## src/rtl/ipv_pkg.sv

```systemverilog
// Shared constants and helpers for the multi-channel IPV reducer.
// Mode encodings and the counter/popcount width derivation live here.
package ipv_pkg;

  localparam logic IPV_MODE_THERM = 1'b0;
  localparam logic IPV_MODE_BIN   = 1'b1;

  // Width that holds a count of 0..k inclusive.
  function automatic int ipv_cw(input int k);
    return $clog2(k + 1);
  endfunction

endpackage

```

## src/rtl/ipv_lane.sv

```systemverilog
// One IPV lane: folds a serial bit stream into a K-bit thermometer or
// binary occupancy value. acc_o is the post-beat value for the window-close capture.
module ipv_lane
  import ipv_pkg::*;
#(
  parameter int K = 4
) (
  input  logic         clk,
  input  logic         rst,
  input  logic         load_i,
  input  logic         en_i,
  input  logic         bit_i,
  input  logic         mode_i,
  output logic [K-1:0] acc_o
);

  localparam int CW = ipv_cw(K);

  logic [K-1:0] acc_q, acc_d, base;

  always_comb begin
    base  = load_i ? '0 : acc_q;
    acc_d = acc_q;
    if (en_i) begin
      acc_d = base;
      if (bit_i) begin
        if (mode_i == IPV_MODE_BIN) begin
          acc_d = K'(base[CW-1:0] + CW'(1));
        end else begin
          acc_d = {1'b1, base[K-1:1]};
        end
      end
    end
  end

  always_ff @(posedge clk) begin
    if (rst) begin
      acc_q <= '0;
    end else begin
      acc_q <= acc_d;
    end
  end

  assign acc_o = acc_d;

endmodule

```

## src/rtl/ipv_reducer_mc.sv

```systemverilog
// Multi-channel IPV reducer: per-lane K-beat windows with frame resync and
// abort, emitted through a fixed STALL-deep output pipeline.
module ipv_reducer_mc
  import ipv_pkg::*;
#(
  parameter int CH    = 4,
  parameter int K     = 4,
  parameter int STALL = 3
) (
  input  logic            clk,
  input  logic            rst,
  input  logic            in_valid,
  input  logic [CH-1:0]   ipv_in,
  input  logic            frame_start,
  input  logic            mode,
  output logic            out_valid,
  output logic [CH*K-1:0] vov,
  output logic            out_abort
);

  localparam int CW = ipv_cw(K);

  logic [CW-1:0]   cnt_q, cnt_d;
  logic            mode_q, mode_d;
  logic            abort_q, abort_d;
  logic            beat0, close, lane_mode;
  logic [CH*K-1:0] acc_nxt;

  logic [STALL-1:0] vld_q;
  logic [CH*K-1:0]  data_q [STALL];

  // A frame_start beat always restarts the window, even where it would close.
  always_comb begin
    beat0     = in_valid && (frame_start || cnt_q == '0);
    close     = in_valid && !frame_start && cnt_q == CW'(K - 1);
    abort_d   = in_valid && frame_start && cnt_q != '0;
    lane_mode = beat0 ? mode : mode_q;
    mode_d    = lane_mode;
    cnt_d     = cnt_q;
    if (in_valid) begin
      if (beat0) begin
        cnt_d = CW'(1);
      end else if (close) begin
        cnt_d = '0;
      end else begin
        cnt_d = cnt_q + CW'(1);
      end
    end
  end

  for (genvar g = 0; g < CH; g++) begin : g_lane
    ipv_lane #(.K(K)) u_lane (
      .clk    (clk),
      .rst    (rst),
      .load_i (beat0),
      .en_i   (in_valid),
      .bit_i  (ipv_in[g]),
      .mode_i (lane_mode),
      .acc_o  (acc_nxt[g*K +: K])
    );
  end

  always_ff @(posedge clk) begin
    if (rst) begin
      cnt_q   <= '0;
      mode_q  <= IPV_MODE_THERM;
      abort_q <= 1'b0;
    end else begin
      cnt_q   <= cnt_d;
      mode_q  <= mode_d;
      abort_q <= abort_d;
    end
  end

  // Output pipeline: stage 0 captures the closing window, later stages shift.
  always_ff @(posedge clk) begin
    if (rst) begin
      vld_q <= '0;
      for (int i = 0; i < STALL; i++) data_q[i] <= '0;
    end else begin
      vld_q[0]  <= close;
      data_q[0] <= close ? acc_nxt : '0;
      for (int i = 1; i < STALL; i++) begin
        vld_q[i]  <= vld_q[i-1];
        data_q[i] <= data_q[i-1];
      end
    end
  end

  assign out_valid = vld_q[STALL-1];
  assign vov       = data_q[STALL-1];
  assign out_abort = abort_q;

endmodule

```

## config.mk

```make
export PLATFORM = sky130hd
export DESIGN_NAME = ipv_reducer_mc
export DESIGN_NICKNAME = d
export VERILOG_FILES = /design/src/rtl/ipv_pkg.sv /design/src/rtl/ipv_lane.sv /design/src/rtl/ipv_reducer_mc.sv
export SDC_FILE = /design/constraint.sdc
export NUM_CORES = 1
export LEC_CHECK = 0
export CORE_UTILIZATION = 57
export CTS_CLUSTER_DIAMETER = 120
export DETAILED_ROUTE_END_ITERATION = 8
export GPL_ROUTABILITY_DRIVEN = 0
export HOLD_SLACK_MARGIN = 0.1
export PLACE_DENSITY = 0.75
export SETUP_SLACK_MARGIN = 0.2
export SYNTH_ARGS = -nofsm -noshare
export SYNTH_HDL_FRONTEND = slang
export SYNTH_SLANG_ARGS = --single-unit
```

## constraint.sdc

```tcl
create_clock -name clk -period 3.3 [get_ports clk]
set_clock_uncertainty 0.15 [all_clocks]
set_input_delay 0.66 -clock clk [delete_from_list [all_inputs] [get_ports clk]]
set_output_delay 0.66 -clock clk [all_outputs]
set_load 0.01 [all_outputs]
```

## Word-level counts from Yosys, hierarchy flattened

Memory sizes are Yosys's and may differ from the RTL's.
Cells that the tools add are included.

| word-level totals | value |
|---|---|
| flip-flop bits (word level) | 24 |
| bits in latches | 0 |
| bits in writable memories | 48 |
| memory bits (read-only) | 0 |
| bits of input ports | 9 |
| output and inout bits | 18 |
| memories | 1 |

| cells by class | value |
|---|---|
| add/sub/neg operators | 5 |
| multiply operators | 0 |
| div/mod/pow operators | 0 |
| magnitude comparators | 0 |
| equal/unequal tests | 1 |
| shift operators | 0 |
| mux-type cells | 26 |
| bitwise logic cells | 3 |
| reduce and logical (&&, ||, !) cells | 9 |

Memories:

| name | words | width | rd ports | clocked after Yosys merged registers in | wr ports | RTL line | RTL |
|---|---|---|---|---|---|---|---|
| data_q | 3 | 16 | 3 | 0 | 3 | ipv_reducer_mc.sv:30 | `logic [CH*K-1:0] data_q [STALL];` |

Operators with widths:

| cell | number |
|---|---|
| $mux W16 | 4 |
| $mux W4 | 16 |
| $add A3 B1 Y4 const B | 4 |
| $mux W3 | 2 |
| $logic_and A1 B1 Y1 | 5 |
| $mux W1 | 4 |
| $add A3 B1 Y3 const B | 1 |
| $eq A3 B2 Y1 const B | 1 |
| $logic_not A3 Y1 | 1 |
| $or A1 B1 Y1 | 3 |
| $reduce_bool A3 Y1 | 1 |
| $logic_not A1 Y1 | 1 |
| $logic_or A1 B1 Y1 | 1 |

## Logic depth before layout (Yosys ltp)

| depth | value |
|---|---|
| depth after elaboration | 10 |
| mapped depth | 8 |

## By module

Synthesis repeated with hierarchy kept, for this count alone.

| second synthesis, totals | value |
|---|---|
| cell total of the unflattened synthesis | 320 |
| area, all modules | 3176.8 µm² |

Modules (own cells, without submodules):

| module | times used | cells an instance | area each (µm²) | seq. area each (µm²) |
|---|---|---|---|---|
| ipv_reducer_mc | 1 | 152 | 1775.5 | 1121.1 |
| ipv_lane | 4 | 42 | 350.3 | 80.1 |

## Worst setup path after synthesis

OpenSTA, ideal clock, no wires.

| timing path | value |
|---|---|
| path type | input -> register |
| start point | input port rst |
| end point | memory data_q[0][13] (netlist name) |
| arrival | 1.668 ns |
| data required time | 3.062 ns |
| setup slack | 1.394 ns |
| stages | 6 |
| buffers on the path | 3 |
| cell sequence | buf_6 -> nand2b_4 -> or3_1 -> buf_6 -> buf_8 -> a311oi_2 |

RTL lines:

| element | RTL line | RTL |
|---|---|---|
| start: declaration | ipv_reducer_mc.sv:11 | `input logic rst,` |
| end: declaration | ipv_reducer_mc.sv:30 |  |

==> summary.txt <==
status = completed
worst hold path class = flop to flop
max incr delay on CP = 0.79 ns
GRT Util Overall = 23.1%
final setup TNS = 0 ns
reg-to-reg slack, setup = 1.18 ns
Switching Fraction = 23.8%
Setup CP Type = input port to flop
syn nets = 319
RSZ-0062 raised after global routing = no
Comb pwr share = 7.4%
H-tree depth = 3
peak supply drop = 319 uV
Hold Path End = data_q[0][19]
Sequential Power Share = 50.1%
critical path fanouts, max = 14
Fillers = 405
Initial DRC Count = 154
Critical Path Slowest Stage Cell = clkdlybuf4s50_1
area leader, netlist = dfxtp_1
CTS tree = done
Die X = 73.5 um
# IOs = 27
max cap viols = 0
Yosys cell types = 46
Num Clock Sinks = 72
Setup Fix Bufs, Post-CTS = 0
Core Area = 0.00482 mm2
slew margin rel. = 55.1%
FF/Latch Area = 0.00144 mm2
ys async rst share = 0%
worst r2r src = cnt_q[0]
minimum clock period = 2.44 ns
#FFs+latches synth = 72
startpoint types = input port
Cell Pwr Density = 538 mW/mm2
Internal = 1.35 mW
crit path DAT = 2.56 ns
std cell rows = 25
Req. time, crit path = 3.41 ns
Die ar. = 0.00540 mm2
share of post-route cells with drive strength above 1 = 11.4%
Hold Path Depth = 1
CTS Buf Count = 9
Ys Warns = 0
post_cts resized = 0
LEAKAGE = 1.20 nW
drt total wl = 5600 um
cell family with most CP delay = simple AND/OR/NAND/NOR gates
Register-to-Register Path Depth = 7
EDFF count, synth = 0
pin count of the biggest net entering global routing = 55
port bufs = 26
Syn Inst Count = 308
buffers and inverters on the worst path = 2
first-pass GRT wire length = 9380 um
Final setup viols = 0
hold_sp = data_q[0][3]
Antenna diodes = 0
Crit. End Element = flop
mapped cell area = 0.00291 mm2
Critical Path, Cell by Cell = clkdlybuf4s50_1, nand2b_4, or3_1, clkinv_4, nand2_2, nor3_1
Max Slew Vio Count = 0
f_max = 409 MHz
ranking of synthesized cells by area = dfxtp_1, nor2b_1, buf_4
vias in the first global route = 2,013
Die Ht = 73.5 um
Synth top area share = 49.5%
DR WL/cell = 14.3 um
Clock Tree Root = clkbuf_8
fin nets = 330
post-synthesis sequential area ratio = 49.5%
remaining antenna violation count after routing = 0
grt total ovfl = 0
reg2reg end = data_q[0][13]
Multi-input gate area = 0.00120 mm2
Clock Tree Buf Depth = 2
Avg Synthesized Cell Area = 9.46 um2
Layout Area Growth over Synthesis = 13.4%
ys flop type = dfxtp_1
clock share of power = 42.4%
initial antenna violation count = 0
via count = 2,178
starting density of the core = 60.5%
Hold Vio Cnt, Final = 0
drt first pass iters = 4
routed vias/inst = 5.57
Final Cycle Share = 74.1%
final design utilization = 68.6%
switching pwr = 0.423 mW
actual slew at the worst max-slew pin = 0.674 ns
Detail Placement HPWL = 3620 um
CTS Hold Buffers Added = 0
DRC = 0
worst skew pair latency = 0.34 ns
Worst-path clk slew = 0.08 ns
[placed cells by master (no fill, tap or decap), types with 7 or more instances in the layout]
| cell type | synthesis | routed |
|---|---|---|
| dfxtp_1 | 72 | 72 |
| nand2b_1 | 7 | 7 |
| buf_4 | 17 | 10 |
| a21oi_1 | 19 | 19 |
| clkbuf_8 | 0 | 9 |
| clkdlybuf4s50_1 | 0 | 25 |
| nor3_1 | 13 | 13 |
| nor2_1 | 11 | 11 |
| nand2_1 | 25 | 25 |
| nand3_1 | 9 | 9 |
| nor2b_1 | 38 | 38 |
| a31oi_1 | 8 | 8 |
[per-stage QoR]
step | power [mW] | std cells | hold slack [ns] | setup WS, ns | area, um2
global placement | 1.04 | 375 | 0.266 | 0.560 | 3080
global route | 1.84 | 391 | 0.307 | 0.780 | 3300
CTS | 1.78 | 391 | 0.288 | 0.882 | 3300
floorplan | 1.00 | 308 | 0.264 | 1.39 | 2910
detailed placement | 1.04 | 375 | 0.271 | 0.524 | 3080
finish | 1.78 | 391 | 0.287 | 0.856 | 3300
[cell families after synthesis]
| group | synth area share (%) |
|---|---|
| compound gates | 17.9 |
| fa+ha+maj | 0.859 |
| buf+inv | 9.32 |
| flops | 49.5 |
| simple gates | 22.5 |
[layer usage]
metal / routed length (um) / vias to the layer above / GRT usage, %
li1: - / 1076 / -
met1: 2460 / 991 / 30.0
met2: 2610 / 98 / 35.1
met3: 418 / 13 / 7.13
met4: 112 / 0 / 10.7
met5: 0 / - / 0
[cells in the mapped netlist, types with 2 or more instances]
cell       instances
o21ai_1            2
dfxtp_1           72
a2111oi_0          2
a2111oi_2          3
o22ai_1            2
nor3_1            13
o31ai_1            4
nand3_1            9
nand2b_1           7
a21oi_1           19
buf_2              9
a31oi_1            8
a211oi_1           5
nor2_1            11
and2_1             4
a2bb2oi_1          2
nand2_1           25
buf_4             17
nor3_2             2
o21ai_0            5
inv_1              5
nor4_1             2
or3_1              2
nor2b_1           38
nand3b_1           3
clkbuf_1           6
a21o_1             3
ha_1               2
a311oi_1           5
buf_6              3
a211o_1            3
[power groups by stage]
stage	Clock (mW)	Combinational, mW	Sequential [mW]
2_1_floorplan	0	0.0958	0.906
3_3_place_gp	0	0.129	0.910
3_5_place_dp	0	0.130	0.911
4_1_cts	0.763	0.131	0.890
5_1_grt	0.807	0.145	0.892
6_report	0.754	0.132	0.891
[flip-flops by register name, indices dropped and copies added (netlist names)]
register / cells
cnt_q: 3
data_q: 48
g_lane.u_lane.acc_q: 16
mode_q: 1
out_abort: 1
vld_q: 3
[cell type report]
type	instances	area share (%)
Tap cell	67	2.54
Inverter	6	0.833
Clock inverter	7	2.88
Timing Repair Buffer	36	10.0
Multi-Input combinational cell	194	36.4
Sequential cell	72	43.6
Clock buffer	9	3.75
[worst max-delay path by stage]
stage | start | depth (start not counted) | end
after floorplan | rst | 6 | data_q[0][13]
after global placement | in_valid | 6 | data_q[0][6]
after detailed placement | in_valid | 6 | data_q[0][6]
after CTS | in_valid | 6 | data_q[0][6]
after global routing | in_valid | 6 | data_q[0][6]
final | in_valid | 6 | data_q[0][6]
Note: power is estimated with default switching activity, not from simulation.
